### config.mk
export PLATFORM = sky130hd
export DESIGN_NAME = coloring_logger
export DESIGN_NICKNAME = d
export VERILOG_FILES = /design/src/rtl/coloring_pkg.sv /design/src/rtl/color_log_fifo.sv /design/src/rtl/coloring_logger.sv
export SDC_FILE = /design/constraint.sdc
export NUM_CORES = 1
export LEC_CHECK = 0
export ABC_CLOCK_PERIOD_IN_PS = 4190
export CAP_MARGIN = 20
export CELL_PAD_IN_SITES_DETAIL_PLACEMENT = 1
export CELL_PAD_IN_SITES_GLOBAL_PLACEMENT = 1
export CORE_MARGIN = 3
export CORE_UTILIZATION = 50
export CTS_BUF_LIST = sky130_fd_sc_hd__clkbuf_16
export CTS_CLUSTER_SIZE = 10
export DETAILED_ROUTE_END_ITERATION = 10
export MAX_ROUTING_LAYER = met4
export PLACE_DENSITY = 0.77
export RECOVER_POWER = 100
export SLEW_MARGIN = 20
export SYNTH_ARGS = -nofsm -noshare
export SYNTH_HDL_FRONTEND = slang
export SYNTH_HIERARCHICAL = 1
export SYNTH_SLANG_ARGS = --single-unit
### constraint.sdc
create_clock -name clk -period 4.19 [get_ports clk]
set_clock_uncertainty 0.1 [all_clocks]
set_input_delay 1.257 -clock clk [delete_from_list [all_inputs] [get_ports clk]]
set_output_delay 1.257 -clock clk [all_outputs]
set_load 0.02 [all_outputs]
### src/rtl/coloring_pkg.sv
//------------------------------------------------------------------------------
// Module : coloring_pkg
// Brief  : Colour encodings and log entry sizing shared by the coloring logger.
// Rev    : 1.0 - initial release
//------------------------------------------------------------------------------
`default_nettype none

package coloring_pkg;

    localparam logic [1:0] RED   = 2'd0;
    localparam logic [1:0] GREEN = 2'd1;
    localparam logic [1:0] BLUE  = 2'd2;

    // A log entry is {sample index, colour}
    function automatic int entry_w(input int idx_w);
        return idx_w + 2;
    endfunction

endpackage

`default_nettype wire

### src/rtl/color_log_fifo.sv
//------------------------------------------------------------------------------
// Module : color_log_fifo
// Brief  : Synchronous FIFO with a registered head-entry output and full/empty.
// Rev    : 1.0 - initial release
//------------------------------------------------------------------------------
`default_nettype none

module color_log_fifo #(
    parameter int DEPTH = 8,
    parameter int W     = 10
) (
    input  logic         clk,
    input  logic         rst_n,
    input  logic         clr,
    input  logic         push,
    input  logic         pop,
    input  logic [W-1:0] wdata,
    output logic [W-1:0] rd_data,
    output logic         full,
    output logic         empty
);

    localparam int AW = $clog2(DEPTH);

    logic [W-1:0]  r_mem [DEPTH];
    logic [AW-1:0] r_wr_ptr;
    logic [AW-1:0] r_rd_ptr;
    logic [AW:0]   r_count;
    logic [W-1:0]  r_head;

    logic          w_pop;
    logic          w_push;
    logic [AW-1:0] w_rd_ptr_nxt;
    logic [AW:0]   w_left;

    assign full  = (r_count == (AW+1)'(DEPTH));
    assign empty = (r_count == '0);

    always_comb begin
        w_pop        = pop & ~empty;
        w_push       = push & (~full | w_pop);
        w_rd_ptr_nxt = r_rd_ptr + AW'(w_pop);
        w_left       = r_count - (AW+1)'(w_pop);
    end

    always_ff @(posedge clk) begin
        if (w_push && !clr)
            r_mem[r_wr_ptr] <= wdata;
    end

    // The head register preloads whatever will sit at the read pointer next,
    // taking the incoming word when it lands in an otherwise empty FIFO.
    always_ff @(posedge clk or negedge rst_n) begin
        if (!rst_n) begin
            r_wr_ptr <= '0;
            r_rd_ptr <= '0;
            r_count  <= '0;
            r_head   <= '0;
        end else if (clr) begin
            r_wr_ptr <= '0;
            r_rd_ptr <= '0;
            r_count  <= '0;
            r_head   <= '0;
        end else begin
            r_wr_ptr <= r_wr_ptr + AW'(w_push);
            r_rd_ptr <= w_rd_ptr_nxt;
            r_count  <= r_count + (AW+1)'(w_push) - (AW+1)'(w_pop);
            if (w_push && (w_left == '0))
                r_head <= wdata;
            else if (w_left != '0)
                r_head <= r_mem[w_rd_ptr_nxt];
        end
    end

    assign rd_data = r_head;

endmodule

`default_nettype wire

### src/rtl/coloring_logger.sv
//------------------------------------------------------------------------------
// Module : coloring_logger
// Brief  : Logs {index, colour} of samples flagged by an upstream checker.
//          Optional sticky overflow flag: define COLORING_LOGGER_OVF_EN.
// Rev    : 1.0 - initial release
//------------------------------------------------------------------------------
`default_nettype none

module coloring_logger
    import coloring_pkg::*;
#(
    parameter int DEPTH = 8,
    parameter int IDX_W = 8,
    parameter int CNT_W = 8
) (
    input  logic               clk,
    input  logic               rst_n,
    input  logic [1:0]         color,
    input  logic               check,
    input  logic               clr,
    input  logic               rd_ready,
    output logic               rd_valid,
    output logic [IDX_W+1:0]   rd_data,
    output logic [CNT_W-1:0]   viol_cnt,
    output logic               ovf
);

    localparam int EW = entry_w(IDX_W);

    logic [1:0]       r_color;
    logic [IDX_W-1:0] r_idx;
    logic             r_primed;
    logic [CNT_W-1:0] r_viol;

    logic             w_cand;
    logic             w_pop;
    logic             w_push;
    logic             w_full;
    logic             w_empty;
    logic [EW-1:0]    w_entry;

    // r_idx counts samples taken, so the sample held in r_color is r_idx-1
    assign w_cand  = r_primed & check;
    assign w_entry = {r_idx - IDX_W'(1), r_color};
    assign w_pop   = rd_ready & ~w_empty;
    assign w_push  = w_cand & (~w_full | w_pop);

    always_ff @(posedge clk or negedge rst_n) begin
        if (!rst_n) begin
            r_color  <= RED;
            r_idx    <= '0;
            r_primed <= 1'b0;
        end else if (clr) begin
            r_color  <= color;
            r_idx    <= '0;
            r_primed <= 1'b0;
        end else begin
            r_color  <= color;
            r_idx    <= r_idx + IDX_W'(1);
            r_primed <= 1'b1;
        end
    end

    always_ff @(posedge clk or negedge rst_n) begin
        if (!rst_n)
            r_viol <= '0;
        else if (clr)
            r_viol <= '0;
        else if (w_cand && (r_viol != '1))
            r_viol <= r_viol + CNT_W'(1);
    end

`ifdef COLORING_LOGGER_OVF_EN
    logic r_ovf;
    logic w_drop;

    assign w_drop = w_cand & ~w_push;

    always_ff @(posedge clk or negedge rst_n) begin
        if (!rst_n)
            r_ovf <= 1'b0;
        else if (clr)
            r_ovf <= 1'b0;
        else if (w_drop)
            r_ovf <= 1'b1;
    end

    assign ovf = r_ovf;
`else
    assign ovf = 1'b0;
`endif

    color_log_fifo #(
        .DEPTH (DEPTH),
        .W     (EW)
    ) u_fifo (
        .clk     (clk),
        .rst_n   (rst_n),
        .clr     (clr),
        .push    (w_push),
        .pop     (w_pop),
        .wdata   (w_entry),
        .rd_data (rd_data),
        .full    (w_full),
        .empty   (w_empty)
    );

    assign rd_valid = ~w_empty;
    assign viol_cnt = r_viol;

endmodule

`default_nettype wire

==> flow_metrics.py, run 1 <==
metrics = {
    "detailed_routing": {
        "routed_wl_mm": 13.9,
        "vias": 3397,
        "wl_per_cell_um": 23.8,
        "first_pass_iters": 4,
        "highest_layer": "met4",
        "ant_nets": 0,
        "wl_met2_mm": 7.51,
        "drc": 0,
        "drtIter0Drc": 207,
        "wl_met1_mm": 5.79,
        "met3_length_um": 390,
        "routed_via_density": 5.82,
    },
    "clock_tree": {
        "clkSlewWorstSetupHoldPaths_ps": 50,
        "cts_tree": "built",
        "cts_sinks": 119,
        "cts_hold_buffers": 0,
        "post_cts_resized": 0,
        "cts-root-buf": "clkbuf_16",
        "max-clock-path-buffers": 2,
        "postCtsSetupBuffers": 0,
        "cts_inserted_buffers": 17,
        "htree_num_levels": 4,
        "clk_latency_ps": 400,
    },
    "synthesis": {
        "yosysTopAreaCell": "edfxtp_1",
        "yosysSeqAreaShare": 0.620,
        "ys_seq_elements": 119,
        "synth_area_um2": 5450,
        "yosys_warnings": 6,
        "synth_top_area_share": 0.441,
        "syn_avg_cell_area_um2": 14.0,
        "ys_top_cells_by_area": "edfxtp_1, dfrtp_1, mux2i_1",
        "async_reset_ff_frac": 0.328,
        "syn_inst": 390,
        "synth_flop_cell": "edfxtp_1",
        "synth-edff-count": 80,
        "synth_cell_types": 53,
        "synth_nets": 413,
    },
    "critical_path": {
        "required_ps": 4400,
        "startpoint_type": "input port",
        "critPathArrivalTime_ps": 4220,
        "cp-end-kind": "flip-flop",
        "reg2reg_from": "u_fifo/r_count[2]$_DFF_PN0_",
        "crit_fanout": 21,
        "crit_start": "rd_ready",
        "path_class": "in2reg",
    },
    "die": {
        "die_h_um": 110,
        "die_area_um2": 12200,
        "core.rowCount": 37,
        "fp.dieW_um": 110,
        "io_pins": 27,
        "initial_utilization": 0.521,
        "coreArea_um2": 10500,
    },
    "global_route": {
        "grt_overflow": 0,
        "antenna_found_initial": 0,
        "grt_pass1_vias": 3797,
        "grt.total_usage": 0.257,
        "grt_pass1_wl_mm": 21.6,
        "grt_max_degree": 40,
    },
    "power_and_ir_drop": {
        "power.density_nw_per_um2": 630,
        "power_mw": 4.07,
        "leakage_nw": 2.76,
        "peakVddDrop_uv": 328,
    },
    "final_layout": {
        "antenna_cells": 0,
        "layout-drive-gt1-share": 0.112,
        "regArea_um2": 3380,
        "fin_nets": 459,
        "num-fill-cells": 1032,
        "syn_to_final_growth_pct": 18.6,
        "multi_input_area_um2": 1880,
        "finish.instance_area_um2": 6460,
    },
    "placed_design": {
        "dp_slack_ps": -211,
        "place.gp.congestion": 0.831,
        "place_area_um2": 5970,
        "port_buffers": 25,
        "hpwl_mm": 8.34,
    },
    "timing": {
        "setup_viol": 0,
        "worst_slew_pin_slew_ps": 2410,
        "tns_ps": 0,
        "min_period_over_period": 0.956,
        "hold_violations": 0,
        "final.setup.worst_slack_ps": 184,
        "grt_setup_unrepaired": "no",
        "min_period_ps": 4010,
        "slew_violations": 40,
        "fmax_mhz": 250,
        "maxSlewHeadroom": -0.607,
    },
    "hold_path": {
        "hold_class": "reg2reg",
        "hp-start": "r_idx[0]$_DFF_PN0_",
    },
    "run_status": {
        "violations": "capacitance limit, slew limit",
        "status": "finished with violations",
    },
    "run": {
        "max-cap-violations": 1,
    },
}
flip-flops by register name, summed over array words and instances (netlist names):
signal and cells:
r_color 2, u_fifo/r_wr_ptr 3, u_fifo/r_rd_ptr 3, r_primed 1
u_fifo/r_mem 80, r_idx 8, u_fifo/rd_data 10, u_fifo/r_count 4
viol_cnt 8
metrics by stage:
step | std cells | util | hold slack [ps]
5_1_grt | 584 | 0.617 | 456
2_1_floorplan | 390 | - | 376
4_1_cts | 584 | 0.625 | 429
3_5_place_dp | 553 | 0.571 | 424
3_3_place_gp | 553 | 0.571 | 413
6_report | 584 | 0.617 | 425
cells by family after synthesis:
group / synth area share
DFF: 0.620
AOI/OAI and AO/OA: 0.0712
muxes: 0.103
buffers and inverters: 0.0335
xor gates and xnor gates: 0.0239
and+or+nand+nor: 0.110
other: 0.000688
adders and majority gates: 0.0381
Yosys cell counts, types with 3 or more instances:
library cell and number:
ha_1 15, a211o_1 9, nor4_1 6, mux2_2 3, buf_1 4, nor2b_1 13
inv_1 17, o22ai_1 9, nor3_1 3, xor2_1 7, nor2_1 18, mux2i_1 42
nand3_1 4, nor3b_1 20, mux2_4 7, xnor2_1 6, clkbuf_1 5, nand2_1 10
and3_1 3, dfrtp_1 39, edfxtp_1 80, buf_2 5, a22o_1 11, or3_1 4
nand2b_1 5, o21ai_0 5, buf_4 3, a211oi_1 3, a21oi_1 6
cells in the final DEF (no fill, tap or decap), types with 6 or more instances in the layout:
master          n
edfxtp_1       80
nor2b_1        13
dlygate4sd3_1  23
clkbuf_1       11
nor3b_1        20
a21oi_1         6
nand2_1        10
nor4_1          6
a22o_1         11
xnor2_1         6
buf_4          10
clkbuf_16      17
a211o_1         9
mux2i_1        42
xor2_1          7
dfrtp_1        39
o22ai_1         9
inv_1          18
nor2_1         18
ha_1           15
power by group:
group,internal (mW),switching [mW]
combinational,0.553,0.688
sequential,1.37,0.0540
clock,0.913,0.494
total,2.83,1.24
layer usage:
metal,global-route usage,vias up
met4,0.0800,0
met2,0.443,59
met3,0.0553,14
li1,-,1549
met5,-,-
met1,0.304,1775
worst max-delay path, stage by stage:
cell and delay, ps:
clkdlybuf4s50_1 400, nor2b_1 160, nor2b_1 160, ha_1 190, ha_1 240, xnor2_4 800
buf_4 360, mux2i_1 120, a211o_1 310, o22ai_1 200
path summary, 6_finish.rpt:
kind                                                  to  slack (ps)  cells after the start
setup / recovery           u_fifo/rd_data[6]$_DFFE_PN0P_         180                     10
hold / removal                        r_idx[0]$_DFF_PN0_         420                      1
setup reg to reg           u_fifo/rd_data[6]$_DFFE_PN0P_         570                     12
hold reg to reg                       r_idx[0]$_DFF_PN0_         420                      1
max in group asynchronous    u_fifo/r_count[0]$_DFF_PN0_        1120                      1
min in group asynchronous        viol_cnt[5]$_DFFE_PN0P_        1490                      1
final cells by class:
type	instances	share of cell area
well taps	136	0.0263
inverters	17	0.00988
repair buffers	47	0.0614
flip-flops and latches	119	0.523
clock inverters	14	0.0219
clock buffers	17	0.0659
multi-input cells	234	0.292
(Power assumes the default switching activity.)
==> inputs of run 2 (changes only) <==
--- a/config.mk
+++ b/config.mk
@@ -15,7 +15,7 @@
 export CTS_CLUSTER_SIZE = 10
 export DETAILED_ROUTE_END_ITERATION = 10
 export MAX_ROUTING_LAYER = met4
-export PLACE_DENSITY = 0.77
+export PLACE_DENSITY_LB_ADDON = 0.25
 export RECOVER_POWER = 100
 export SLEW_MARGIN = 20
 export SYNTH_ARGS = -nofsm -noshare
==> run 2 against run 1 <==
The run still ends with capacitance limit, slew limit left. Final area fell by 0.77%. Sequential power about the same. First-iteration DRC count is 14% lower. Register-to-register slack better by 40 ps. Via count decreased by 2.4%. Setup slack better by 23 ps. Clock power fell by 11%. Total power down 4.6%. Final cell count up 0.34%.
==> flow_metrics.py, run 2 (synthesis results as in run 1) <==
metrics = {
    "run_status": {
        "status": "finished with violations",
        "violations": "capacitance limit, slew limit",
    },
    "critical_path": {
        "slowest_delay_ps": 610,
        "regToRegSetupSlack_ps": 610,
        "reg2reg_depth": 11,
        "reg2reg_to": "u_fifo/r_mem[5][6]$_DFFE_PP_",
        "crit_fanout": 10,
        "required_ps": 4120,
        "reg2reg_from": "u_fifo/r_count[2]$_DFF_PN0_",
        "cp_slowest_cell": "clkbuf_1",
        "path_class": "in2reg",
        "cp-end-kind": "flip-flop",
        "critPathArrivalTime_ps": 3910,
        "path_cells": "clkdlybuf4s50_1 -> nor2b_1 -> clkbuf_4 -> nor2b_1 -> nor2_1 -> a21bo_1 -> or3b_1 -> nor2_1 -> clkbuf_1",
        "startpoint_type": "input port",
    },
    "timing": {
        "min_period_over_period": 0.951,
        "fmax_mhz": 251,
        "maxSlewHeadroom": -0.592,
        "min_period_ps": 3980,
        "tns_ps": 0,
        "hold_violations": 0,
        "grt_setup_unrepaired": "no",
        "slew_violations": 40,
        "worst_slew_pin_slew_ps": 2390,
        "setup_viol": 0,
    },
    "global_route": {
        "grt.total_usage": 0.244,
        "grt_pass1_wl_mm": 20.9,
        "grt_max_degree": 40,
        "grt_pass1_vias": 3665,
        "grt_overflow": 0,
        "antenna_found_initial": 0,
    },
    "die": {
        "die_area_um2": 12200,
        "io_pins": 27,
        "core.rowCount": 37,
        "die_h_um": 110,
        "initial_utilization": 0.521,
        "coreArea_um2": 10500,
        "fp.dieW_um": 110,
    },
    "final_layout": {
        "layout_common_cells": "edfxtp_1, mux2i_1, dfrtp_1",
        "finish.instance_area_um2": 6410,
        "num-fill-cells": 1054,
        "syn_to_final_growth_pct": 17.6,
        "layout-drive-gt1-share": 0.102,
        "mostFrequentLayoutCell": "edfxtp_1",
        "antenna_cells": 0,
        "fin_nets": 460,
        "top_register": "u_fifo/r_mem",
        "largest_reg_flops": 80,
    },
    "detailed_routing": {
        "routed_via_density": 5.66,
        "drtIter0Drc": 177,
        "drc": 0,
        "wl_per_cell_um": 21.9,
        "vias": 3317,
        "routed_wl_mm": 12.8,
        "first_pass_iters": 4,
        "ant_nets": 0,
    },
    "clock_tree": {
        "clk_latency_ps": 400,
        "max-clock-path-buffers": 2,
        "cts_sinks": 119,
        "cts-root-buf": "clkbuf_16",
        "postCtsSetupBuffers": 0,
        "htree_num_levels": 4,
        "cts_hold_buffers": 0,
        "clkSlewWorstSetupHoldPaths_ps": 50,
        "post_cts_resized": 0,
        "cts_inserted_buffers": 17,
        "cts_tree": "built",
    },
    "hold_path": {
        "hold_class": "reg2reg",
        "whs_endpoint": "r_idx[0]$_DFF_PN0_",
        "hp-start": "r_idx[0]$_DFF_PN0_",
        "hold_depth": 1,
    },
    "placed_design": {
        "port_buffers": 25,
        "place.gp.congestion": 0.809,
        "hpwl_mm": 8.17,
        "place_area_um2": 5980,
    },
    "run": {
        "max-cap-violations": 2,
    },
    "power_and_ir_drop": {
        "leakage_nw": 2.76,
        "peakVddDrop_uv": 337,
        "power.density_nw_per_um2": 606,
    },
}
[run 2: critical path: cells and delay by family]
family	cells	cell delay, ps
AO/OA/AOI/OAI	1	380
buffers and inverters	3	1240
AND/OR/NAND/NOR	5	1010
[run 2: stage by stage]
| stage | util | cells | worst slack, ps | power [mW] | hold WS (ps) |
|---|---|---|---|---|---|
| 2_1_floorplan | - | 390 | 427 | 2.24 | 376 |
| 3_3_place_gp | 0.571 | 554 | -42.0 | 2.63 | 416 |
| 3_5_place_dp | 0.571 | 554 | -121 | 2.68 | 436 |
| 4_1_cts | 0.621 | 586 | 240 | 3.96 | 443 |
| 5_1_grt | 0.613 | 586 | 116 | 4.10 | 476 |
| 6_report | 0.613 | 586 | 207 | 3.88 | 442 |
[run 2: routing by layer]
layer	part of all wire	vias to the layer above	track usage
li1	-	1553	-
met1	0.42	1705	0.304
met2	0.54	50	0.409
met3	0.032	9	0.0489
met4	0.0097	0	0.0712
met5	0	-	-
[run 2: report_power, final]
part / total, mW / internal (mW) / switching [mW]
registers: 1.42 / 1.37 / 0.0527
clock network: 1.26 / 0.786 / 0.471
logic: 1.20 / 0.551 / 0.654
total: 3.88 / 2.70 / 1.18
[run 2: cell type report]
type / count / area, µm² / share of cell area
Sequential cell: 119 / 3380 / 0.527
Multi-Input combinational cell: 234 / 1880 / 0.293
Clock buffer: 17 / 425 / 0.0664
Timing Repair Buffer: 48 / 402 / 0.0627
Tap cell: 136 / 170 / 0.0266
Clock inverter: 15 / 90.1 / 0.0141
Inverter: 17 / 63.8 / 0.00996
[run 2: how the worst max path moves through the flow]
stage	startpoint	to	slack (ps)	depth (start not counted)
floorplan	rd_ready	u_fifo/r_mem[0][0]$_DFFE_PP_	430	7
global placement	rd_ready	u_fifo/rd_data[4]$_DFFE_PN0P_	-40	10
detailed placement	rd_ready	u_fifo/rd_data[0]$_DFFE_PN0P_	-120	9
CTS	rd_ready	u_fifo/rd_data[4]$_DFFE_PN0P_	240	10
global route	rd_ready	u_fifo/r_mem[5][6]$_DFFE_PP_	120	9
finish	rd_ready	u_fifo/r_mem[5][6]$_DFFE_PP_	210	9
==> inputs of run 3 (changes only) <==
--- a/config.mk
+++ b/config.mk
@@ -14,6 +14,7 @@
 export CTS_BUF_LIST = sky130_fd_sc_hd__clkbuf_16
 export CTS_CLUSTER_SIZE = 10
 export DETAILED_ROUTE_END_ITERATION = 10
+export HOLD_SLACK_MARGIN = 0.1
 export MAX_ROUTING_LAYER = met4
 export PLACE_DENSITY_LB_ADDON = 0.25
 export RECOVER_POWER = 100
==> results of run 3 <==
The final DEF is identical to that of run 2; final timing and power are the same.
